===== src/rtl/daq_read_seq_if.sv =====
// daq_read_seq_if: sample hand-off port from the read sequencer to the sample FIFO.
// Signal names are written from the sequencer's side; the master modport is the sequencer.
interface daq_read_seq_if #(
    parameter int DW = 16,
    parameter int CW = 3
);
    logic [DW-1:0] dout_o;
    logic [CW-1:0] dout_chan_o;
    logic          dout_valid_o;
    logic          dout_ready_i;

    modport master (output dout_o, dout_chan_o, dout_valid_o, input dout_ready_i);
    modport slave  (input dout_o, dout_chan_o, dout_valid_o, output dout_ready_i);
endinterface


===== src/rtl/daq_read_seq.sv =====
// daq_read_seq: frame-bounded ADC readout; waits for the busy pulse, then issues NCHAN read strobes.
// Optional busy watchdog (BUSY_TO parameter, timeout_o) is built only with DAQ_RDSEQ_TIMEOUT_EN defined.
module daq_read_seq #(
`ifdef DAQ_RDSEQ_TIMEOUT_EN
    parameter int BUSY_TO = 255,
`endif
    parameter int NCHAN = 8,
    parameter int DW    = 16,
    parameter int TLOW  = 3,
    parameter int THIGH = 2,
    localparam int CW   = NCHAN > 1 ? $clog2(NCHAN) : 1,
    localparam int TMAX = TLOW > THIGH ? TLOW : THIGH,
    localparam int TW   = $clog2(TMAX + 1)
) (
    input  logic            clk_i,
    input  logic            reset_n_i,
    input  logic            start_i,
    input  logic            busy_i,
    input  logic [DW-1:0]   data_i,
    output logic            rd_n_o,
    output logic            busy_o,
    output logic            done_o,
    output logic            overrun_o,
    output logic            timeout_o,
    daq_read_seq_if.master  out_if
);
    typedef enum logic [2:0] {IDLE, WAIT_HI, WAIT_LO, RD_LO, RD_HI, DRAIN} state_e;

    state_e        state_q;
    logic [TW-1:0] tcnt_q;
    logic [CW-1:0] chan_q;
    logic [CW-1:0] dchan_q;
    logic [DW-1:0] dout_q;
    logic          valid_q;
    logic          rd_n_q;
    logic          done_q;
    logic          overrun_q;
    logic          acc;
    logic          last;

    assign acc  = valid_q && out_if.dout_ready_i;
    assign last = chan_q == CW'(NCHAN - 1);

`ifdef DAQ_RDSEQ_TIMEOUT_EN
    logic [7:0] wd_q;
    logic       timeout_q;
    logic       wd_hit;
    assign wd_hit = wd_q == 8'(BUSY_TO - 1);
`endif

    always_ff @(posedge clk_i or negedge reset_n_i) begin
        if (!reset_n_i) begin
            state_q   <= IDLE;
            tcnt_q    <= '0;
            chan_q    <= '0;
            dchan_q   <= '0;
            dout_q    <= '0;
            valid_q   <= 1'b0;
            rd_n_q    <= 1'b1;
            done_q    <= 1'b0;
            overrun_q <= 1'b0;
`ifdef DAQ_RDSEQ_TIMEOUT_EN
            wd_q      <= '0;
            timeout_q <= 1'b0;
`endif
        end else begin
            done_q <= 1'b0;
            if (start_i && state_q != IDLE) overrun_q <= 1'b1;
            if (acc) valid_q <= 1'b0;
`ifdef DAQ_RDSEQ_TIMEOUT_EN
            wd_q <= ((state_q == WAIT_HI && !busy_i) || (state_q == WAIT_LO && busy_i)) ? wd_q + 8'd1 : 8'd0;
`endif
            case (state_q)
                IDLE: if (start_i) begin
                    state_q <= WAIT_HI;
                    chan_q  <= '0;
                end
                WAIT_HI: begin
                    if (busy_i) state_q <= WAIT_LO;
`ifdef DAQ_RDSEQ_TIMEOUT_EN
                    else if (wd_hit) begin
                        state_q   <= IDLE;
                        timeout_q <= 1'b1;
                    end
`endif
                end
                WAIT_LO: begin
                    if (!busy_i) begin
                        state_q <= RD_LO;
                        rd_n_q  <= 1'b0;
                        tcnt_q  <= '0;
                    end
`ifdef DAQ_RDSEQ_TIMEOUT_EN
                    else if (wd_hit) begin
                        state_q   <= IDLE;
                        timeout_q <= 1'b1;
                    end
`endif
                end
                // The register is always empty here: RD_LO is only entered once the previous word left.
                RD_LO: if (tcnt_q == TW'(TLOW - 1)) begin
                    state_q <= RD_HI;
                    rd_n_q  <= 1'b1;
                    tcnt_q  <= '0;
                    dout_q  <= data_i;
                    dchan_q <= chan_q;
                    valid_q <= 1'b1;
                end else tcnt_q <= tcnt_q + 1'b1;
                RD_HI: if (tcnt_q < TW'(THIGH - 1)) tcnt_q <= tcnt_q + 1'b1;
                else if (last) state_q <= DRAIN;
                else if (!valid_q || out_if.dout_ready_i) begin
                    state_q <= RD_LO;
                    chan_q  <= chan_q + 1'b1;
                    rd_n_q  <= 1'b0;
                    tcnt_q  <= '0;
                end
                // The last word may already have been taken during RD_HI, so an empty register also ends the frame.
                DRAIN: if (!valid_q || out_if.dout_ready_i) begin
                    state_q <= IDLE;
                    done_q  <= 1'b1;
                end
                default: state_q <= IDLE;
            endcase
        end
    end

    assign rd_n_o              = rd_n_q;
    assign busy_o              = state_q != IDLE;
    assign done_o              = done_q;
    assign overrun_o           = overrun_q;
    assign out_if.dout_o       = dout_q;
    assign out_if.dout_chan_o  = dchan_q;
    assign out_if.dout_valid_o = valid_q;
`ifdef DAQ_RDSEQ_TIMEOUT_EN
    assign timeout_o = timeout_q;
`else
    assign timeout_o = 1'b0;
`endif
endmodule


===== src/flat_wrapper.sv =====
// flat-port wrapper written by rule: the top's interface ports become plain ports
module daq_read_seq_flat 
#(

    parameter int NCHAN = 8,
    parameter int DW    = 16,
    parameter int TLOW  = 3,
    parameter int THIGH = 2,
    localparam int CW   = NCHAN > 1 ? $clog2(NCHAN) : 1,
    localparam int TMAX = TLOW > THIGH ? TLOW : THIGH,
    localparam int TW   = $clog2(TMAX + 1)
)
  (clk_i, reset_n_i, start_i, busy_i, data_i, rd_n_o, busy_o, done_o, overrun_o, timeout_o, out_if_dout_o, out_if_dout_chan_o, out_if_dout_valid_o, out_if_dout_ready_i);
  daq_read_seq_if #(.DW(DW), .CW(3)) out_if_i ();
  input  logic clk_i;
  input  logic reset_n_i;
  input  logic start_i;
  input  logic busy_i;
  input  logic [DW-1:0] data_i;
  output logic rd_n_o;
  output logic busy_o;
  output logic done_o;
  output logic overrun_o;
  output logic timeout_o;
  output wire logic [$bits(out_if_i.dout_o)-1:0] out_if_dout_o;
  output wire logic [$bits(out_if_i.dout_chan_o)-1:0] out_if_dout_chan_o;
  output wire logic [$bits(out_if_i.dout_valid_o)-1:0] out_if_dout_valid_o;
  input wire logic [$bits(out_if_i.dout_ready_i)-1:0] out_if_dout_ready_i;
  assign out_if_dout_o = out_if_i.dout_o;
  assign out_if_dout_chan_o = out_if_i.dout_chan_o;
  assign out_if_dout_valid_o = out_if_i.dout_valid_o;
  assign out_if_i.dout_ready_i = out_if_dout_ready_i;
  daq_read_seq #(.NCHAN(NCHAN), .DW(DW), .TLOW(TLOW), .THIGH(THIGH)) u_core (.clk_i(clk_i), .reset_n_i(reset_n_i), .start_i(start_i), .busy_i(busy_i), .data_i(data_i), .rd_n_o(rd_n_o), .busy_o(busy_o), .done_o(done_o), .overrun_o(overrun_o), .timeout_o(timeout_o), .out_if(out_if_i));
endmodule

===== config.mk =====
export PLATFORM = sky130hd
export DESIGN_NAME = daq_read_seq_flat
export DESIGN_NICKNAME = d
export VERILOG_FILES = /design/src/rtl/daq_read_seq_if.sv /design/src/rtl/daq_read_seq.sv /design/src/flat_wrapper.sv
export SDC_FILE = /design/constraint.sdc
export NUM_CORES = 1
export LEC_CHECK = 0
export CORE_MARGIN = 10
export CORE_UTILIZATION = 37
export DETAILED_ROUTE_END_ITERATION = 16
export MAX_ROUTING_LAYER = met4
export PLACE_DENSITY = 0.72
export SETUP_SLACK_MARGIN = 0.3
export SKIP_LAST_GASP = 1
export SLEW_MARGIN = 10
export SYNTH_ARGS = -nofsm -noshare
export SYNTH_HDL_FRONTEND = slang
export SYNTH_SLANG_ARGS = --single-unit

===== constraint.sdc =====
create_clock -name clk_i -period 1.9 [get_ports clk_i]
set_input_delay 0.38 -clock clk_i [delete_from_list [all_inputs] [get_ports clk_i]]
set_output_delay 0.38 -clock clk_i [all_outputs]
set_load 0.005 [all_outputs]

; ---- Yosys cells after proc, flatten, opt, wreduce, memory -nomap -nowiden
; Index checks and enable logic that the tools add are counted.
; Widths: inputs -> output; s select.
[totals]
reg_bits = 31
input_bits = 21
out_inout_bits = 25
elab_cells = 74
[classes]
addsub = 2
magnitude_cmp = 1
eq_ne = 18
muxes = 31
n_reduce_logical = 13
[ops]
columns = cell, count
row1 = $mux 3, 12
row2 = $pmux 3 s6, 1
row3 = $mux 1, 10
row4 = $mux 2, 5
row5 = $ne 2x2->1 const B, 5
row6 = $eq 3x3->1 const B, 3
row7 = $reduce_and 7->1, 1
row8 = $eq 3x2->1 const B, 2
row9 = $ne 2x1->1 const B, 3
row10 = $ne 3x1->1 const B, 2
row11 = $pmux 2 s3, 1
row12 = $pmux 3 s2, 1
row13 = $reduce_and 6->1, 1
row14 = $reduce_bool 3->1, 2
row15 = $reduce_and 5->1, 1
row16 = $reduce_and 4->1, 1
row17 = $add 3x1->3 const B, 1
row18 = $eq 3x1->1 const B, 1
row19 = $logic_not 3->1, 1
row20 = $ne 3x3->1 const B, 1
row21 = $pmux 1 s3, 1
row22 = $add 2x1->2 const B, 1
row23 = $eq 2x2->1 const B, 1
row24 = $logic_and 1x1->1, 2
row25 = other kinds (5), 5

; ---- Depth between registers and ports, before layout
[depth]
word_depth = 6
mapped_depth = 6
mapped_depth_nobuf = 6

; ---- Worst setup path before layout
; OpenSTA, ideal clock, no wires.
[synth_timing]
path_kind = register -> register
start = register u_core.chan_q[0]
end = register u_core.state_q[0]
setup_time_ps = 125
arrival_time_ps = 1636
t_required_ps = 1775
slack_ps = 139
stages_incl_launch_ff = 6
n_path_buf = 0
synth_period_minus_slack_ps = 1761
cell_sequence = dfrtp_1 ha_1 ha_1 a2111oi_0 a211o_1 mux2_4
[synth_between]
elab_chain_len = 4
word_cells_on_any_way = 6
cone_classes = eq/ne (2) / mux (3) / reduce/logical (1)
[synth_rtl]
columns = item, line_no
row1 = "start, declared", daq_read_seq.sv:31  ; logic [CW-1:0] chan_q;
row2 = "start signal, assigned", daq_read_seq.sv:113  ; chan_q <= chan_q + 1'b1;
row3 = $eq 3x3->1 *, daq_read_seq.sv:42  ; assign last = chan_q == CW'(NCHAN - 1);
row4 = $mux 3, daq_read_seq.sv:110  ; else if (last) state_q <= DRAIN;
row5 = $mux 3, daq_read_seq.sv:109  ; RD_HI: if (tcnt_q < TW'(THIGH - 1)) tcnt_q <= tcnt_q + 1'b1;
row6 = $pmux 3 s6, daq_read_seq.sv:73  ; case (state_q)
row7 = "end signal, assigned", daq_read_seq.sv:75  ; state_q <= WAIT_HI;
row8 = "end signal, assigned", daq_read_seq.sv:110
row9 = "end signal, assigned", daq_read_seq.sv:112  ; state_q <= RD_LO;
row10 = "end, declared", daq_read_seq.sv:29  ; state_e state_q;
; Every way passes the cells marked *; elsewhere a longest branch is shown, timed or not. The select of a mux whose other input is x is not followed.
; A chain may end at the register's enable or synchronous reset.

; ---- Worst setup path after layout
[layout_timing]
start = register u_core.state_q[1]
end = register u_core.state_q[0]
[layout_between]
elab_chain_len = 3
word_cells_on_any_way = 15
cone_classes = eq/ne (12) / mux (1) / reduce/logical (2)
[layout_rtl]
columns = item, line_no
row1 = "start signal, assigned", daq_read_seq.sv:53  ; state_q <= IDLE;
row2 = "start signal, assigned", daq_read_seq.sv:75
row3 = "start signal, assigned", daq_read_seq.sv:79  ; if (busy_i) state_q <= WAIT_LO;
row4 = $eq 3x3->1 (tied with other cells), daq_read_seq.sv:73
row5 = $ne 3x1->1 (no source line) (tied with other cells), -
row6 = $reduce_and 7->1 (no source line), -
; Parallel ways exist; a longest one is shown, timed or not.

==> out/results.tsv <==
stage	metric	value	unit
worst_setup_path	crit-path cells	buf_6 -> and3b_2 -> a22o_1 -> a211o_1 -> mux2_4	
synthesis	Post-synth EDFFs	0	
synthesis	unique cell type count in the Yosys netlist	35	
clock_network	CTS tree	done	
worst_setup_path	family with the most delay on the worst path	compound AO/OA/AOI/OAI gates	
synthesis	post-synth top area share	51.5	%
finish	Non-Filler Instances	235	
sta	Hold Slack	0.458	ns
sta	final hold violations	0	
worst_setup_path	CP Max Fanout	3	
power	Static Leak	1.04	nW
finish	n_diodes	0	
worst_setup_path	Buf+Inv Stages, Crit Path	1	
worst_setup_path	reg-to-reg critical path endpoint	u_core.state_q[0]	
synthesis	sequential area share after synthesis	53.3	%
synthesis	top cell type by total area after synthesis	dfrtp_1	
global_routing	total gr overflow	0	
finish	Fillers	285	
power	total chip power	3.32	mW
sta	endpoints failing setup	0	
power	combinational power share	52.4	%
sta	fin crit share	89.5	%
worst_setup_path	Reg-to-Reg Start	u_core.state_q[1]	
worst_setup_path	setup slack, reg-to-reg	0.20	ns
floorplan	core area	3740	um^2
drt	wire length per cell	16.2	um
sta	Tmin final	1.70	ns
finish	final net count	216	
finish	ratio of cells with drive above 1 in the final layout	42.2	%
power	pwr/cell area	1430	nW/um^2
worst_setup_path	WP data arrival	1.86	ns
power	Clk pwr share	13.8	%
drt	Detail Route Antenna Nets	0	
floorplan	Initial Util	39.0	%
hold_path	WHS Path Cells	1	
power	switching power	1.04	mW
worst_setup_path	Worst Path Required	2.06	ns
drt	wirelength, routed	3810	um
drt	DR vias/cell	4.95	
synthesis	syn_nets	142	
global_routing	vias in the first global route	1231	
clock_network	clock tree sinks	31	
global_routing	global-route wire length before repair	5840	um
worst_setup_path	cells on worst reg2reg path	5	
drt	number of remaining DRC errors	0	
hold_path	Worst Min Path Start	u_core.overrun_o	
global_routing	antenna violations before repair	0	
synthesis	synthesis warning total	0	
power	Internal Power	2.29	mW
clock_network	Root Buffer	clkbuf_8	
worst_setup_path	Slowest cell on crit path	dfrtp_2	
power	Max rail drop VDD	0.000684	V
drt	DRT iter0 DRCs	70	
worst_setup_path	CP max stage delay	0.43	ns
drt	via count	1164	
clock_network	clk slew on worst S/H paths	0.06	ns
clock_network	CTS Buffer Depth	2	
floorplan	Die H	82.8	um
drt	drt first pass iters	4	
synthesis	synthesized flop and latch total	31	
clock_network	total CTS buffers	5	
global_routing	total track usage	11.3	%
finish	Multi-input gate area	711	um^2
finish	Area Overhead vs Synth	59.3	%
placed_design	Port Buffers	44	
synthesis	Cells after Synth	114	
synthesis	Mapped Area	1460	um^2
worst_setup_path	CP Capture Type	flop	
clock_network	CTS HTree Levels	2	
outcome	status	finished clean	
finish	fin util	62.1	%
floorplan	Die Wd	82.8	um
placed_design	Post-DP Area	1980	um^2
power	switching share of power	31.2	%
sta	RSZ-0062 raised after global routing	true	
floorplan	die area	6860	um^2
synthesis	synth top area cells	dfrtp_1 51%, mux2_2 15%, ha_1 6.0%, mux2i_1 2.1%, inv_1 2.1%	
sta	max-slew violation count	0	
placed_design	dpl cells	206	
power	register share of total power	33.8	%
placed_design	dpl hpwl	2610	um
hold_path	WHS Endpoint	u_core.overrun_o	
floorplan	# rows	22	
hold_path	Hold WC Path Type	reg2reg	
worst_setup_path	Startpoint Class	flop	
synthesis	Syn Area/Cell	12.8	um^2
floorplan	io pins	46	
worst_setup_path	Crit Path Class	reg2reg	
finish	final instance area	2320	um^2
sta	fmax	588	MHz
synthesis	Async SR Flop Fraction	100	%
sta	final setup skew	0.00400	ns
global_routing	largest net degree at the start of global routing	32	
placed_design	GPL Wtd Cong	0.821	
clock_network	Skew-Pair Late Insertion Delay	0.28	ns
run	Max Cap Viol	0	
finish	register area	781	um^2
synthesis	Synth Flop Type	dfrtp_1	
-- layout make-up --
| type | count | share of cell area [%] |
|---|---|---|
| flip-flops and latches | 31 | 33.6 |
| well taps | 48 | 2.58 |
| multi-input cells | 69 | 30.6 |
| inverters | 8 | 1.29 |
| repair buffers | 73 | 28.8 |
| clock buffers | 6 | 3.12 |
-- cells in the final DEF, fill, tap and decap left out, types with 2 or more instances in the layout --
master,count
buf_4,24
inv_2,2
a21oi_1,2
buf_6,5
o21ai_0,2
mux2i_1,3
dfrtp_1,27
dfrtp_2,3
mux2_2,20
inv_1,6
nand2b_1,3
clkdlybuf4s50_1,42
clkbuf_8,5
nand2_1,3
nand2_2,2
a22o_1,2
ha_1,5
-- power groups by stage --
stage          registers [mW]  clock network [mW]  logic, mW
2_1_floorplan            1.11                   0      0.674
3_3_place_gp             1.12                   0       1.28
3_5_place_dp             1.15                   0       1.31
4_1_cts                  1.12               0.471       1.51
5_1_grt                  1.16               0.517       1.89
6_report                 1.12               0.460       1.74
-- timing repair --
action / in CTS / in global routing
endpoints found under the hold margin: 0 / 0
hold buffers: 0 / 0
setup buffers: 11 / 12
endpoints found under the setup margin: 11 / 29
resized for setup: 13 / 18
pin swaps: 3 / 7
-- sequential cells by signal (all words and copies together), names as in the netlist --
| register | cells |
|---|---|
| u_core.done_o | 1 |
| u_core.chan_q | 3 |
| u_core.rd_n_o | 1 |
| u_core.out_if.dout_o | 16 |
| u_core.state_q | 3 |
| u_core.overrun_o | 1 |
| u_core.tcnt_q | 2 |
| u_core.out_if.dout_chan_o | 3 |
| u_core.out_if.dout_valid_o | 1 |
-- stage by stage --
step	setup TNS [ns]	setup slack (ns)
final	0	0.199
after global routing	0	0.152
after CTS	0	0.185
after detailed placement	-0.169	-0.109
after global placement	-0.0142	-0.0142
after floorplan	0	0.257
-- worst reg2reg max path, cell delays in order (launching register included) --
cell and delay, ns:
dfrtp_2 0.43, buf_6 0.13, and3b_2 0.21, a22o_1 0.24, a211o_1 0.27, mux2_4 0.30
-- cells in the mapped netlist (all sizes together), types with 3 or more instances --
library cell and number:
nand2b 4, o21ai 3, dfrtp 30, mux2 21
a21oi 3, mux2i 3, ha 7, nand2 5
inv 8, buf 6
-- how the worst max path moves through the flow --
stage,slack (ns),depth (start not counted),from,endpoint
floorplan,0.26,5,u_core.state_q[0],u_core.state_q[0]
global placement,-0.01,5,out_if_dout_ready_i,u_core.state_q[0]
detailed placement,-0.11,5,out_if_dout_ready_i,u_core.state_q[0]
CTS,0.18,5,u_core.state_q[1],u_core.state_q[0]
global route,0.15,5,u_core.chan_q[0],u_core.chan_q[0]
finish,0.20,5,u_core.state_q[1],u_core.state_q[0]
-- routing by layer --
metal | part of all wire, % | GRT usage, % | vias up
met2 | 49 | 17.9 | 42
met4 | 2.5 | 4.68 | 0
met5 | 0 | - | -
met3 | 9.8 | 5.06 | 11
met1 | 38 | 12.2 | 563
li1 | - | - | 548
-- cell families (layout without fill, tap and decap cells) --
group,count (synthesis),in the layout,synth area share (%)
flip-flops,31,31,53.3
adder cells (fa/ha/maj),7,7,6.00
multiplexers,24,24,18.5
buffers and inverters,14,87,4.89
AO/OA/AOI/OAI,19,19,9.35
AND/OR/NAND/NOR,18,18,7.72
other,1,1,0.257
No activity file was read; power rests on OpenSTA's default activity.
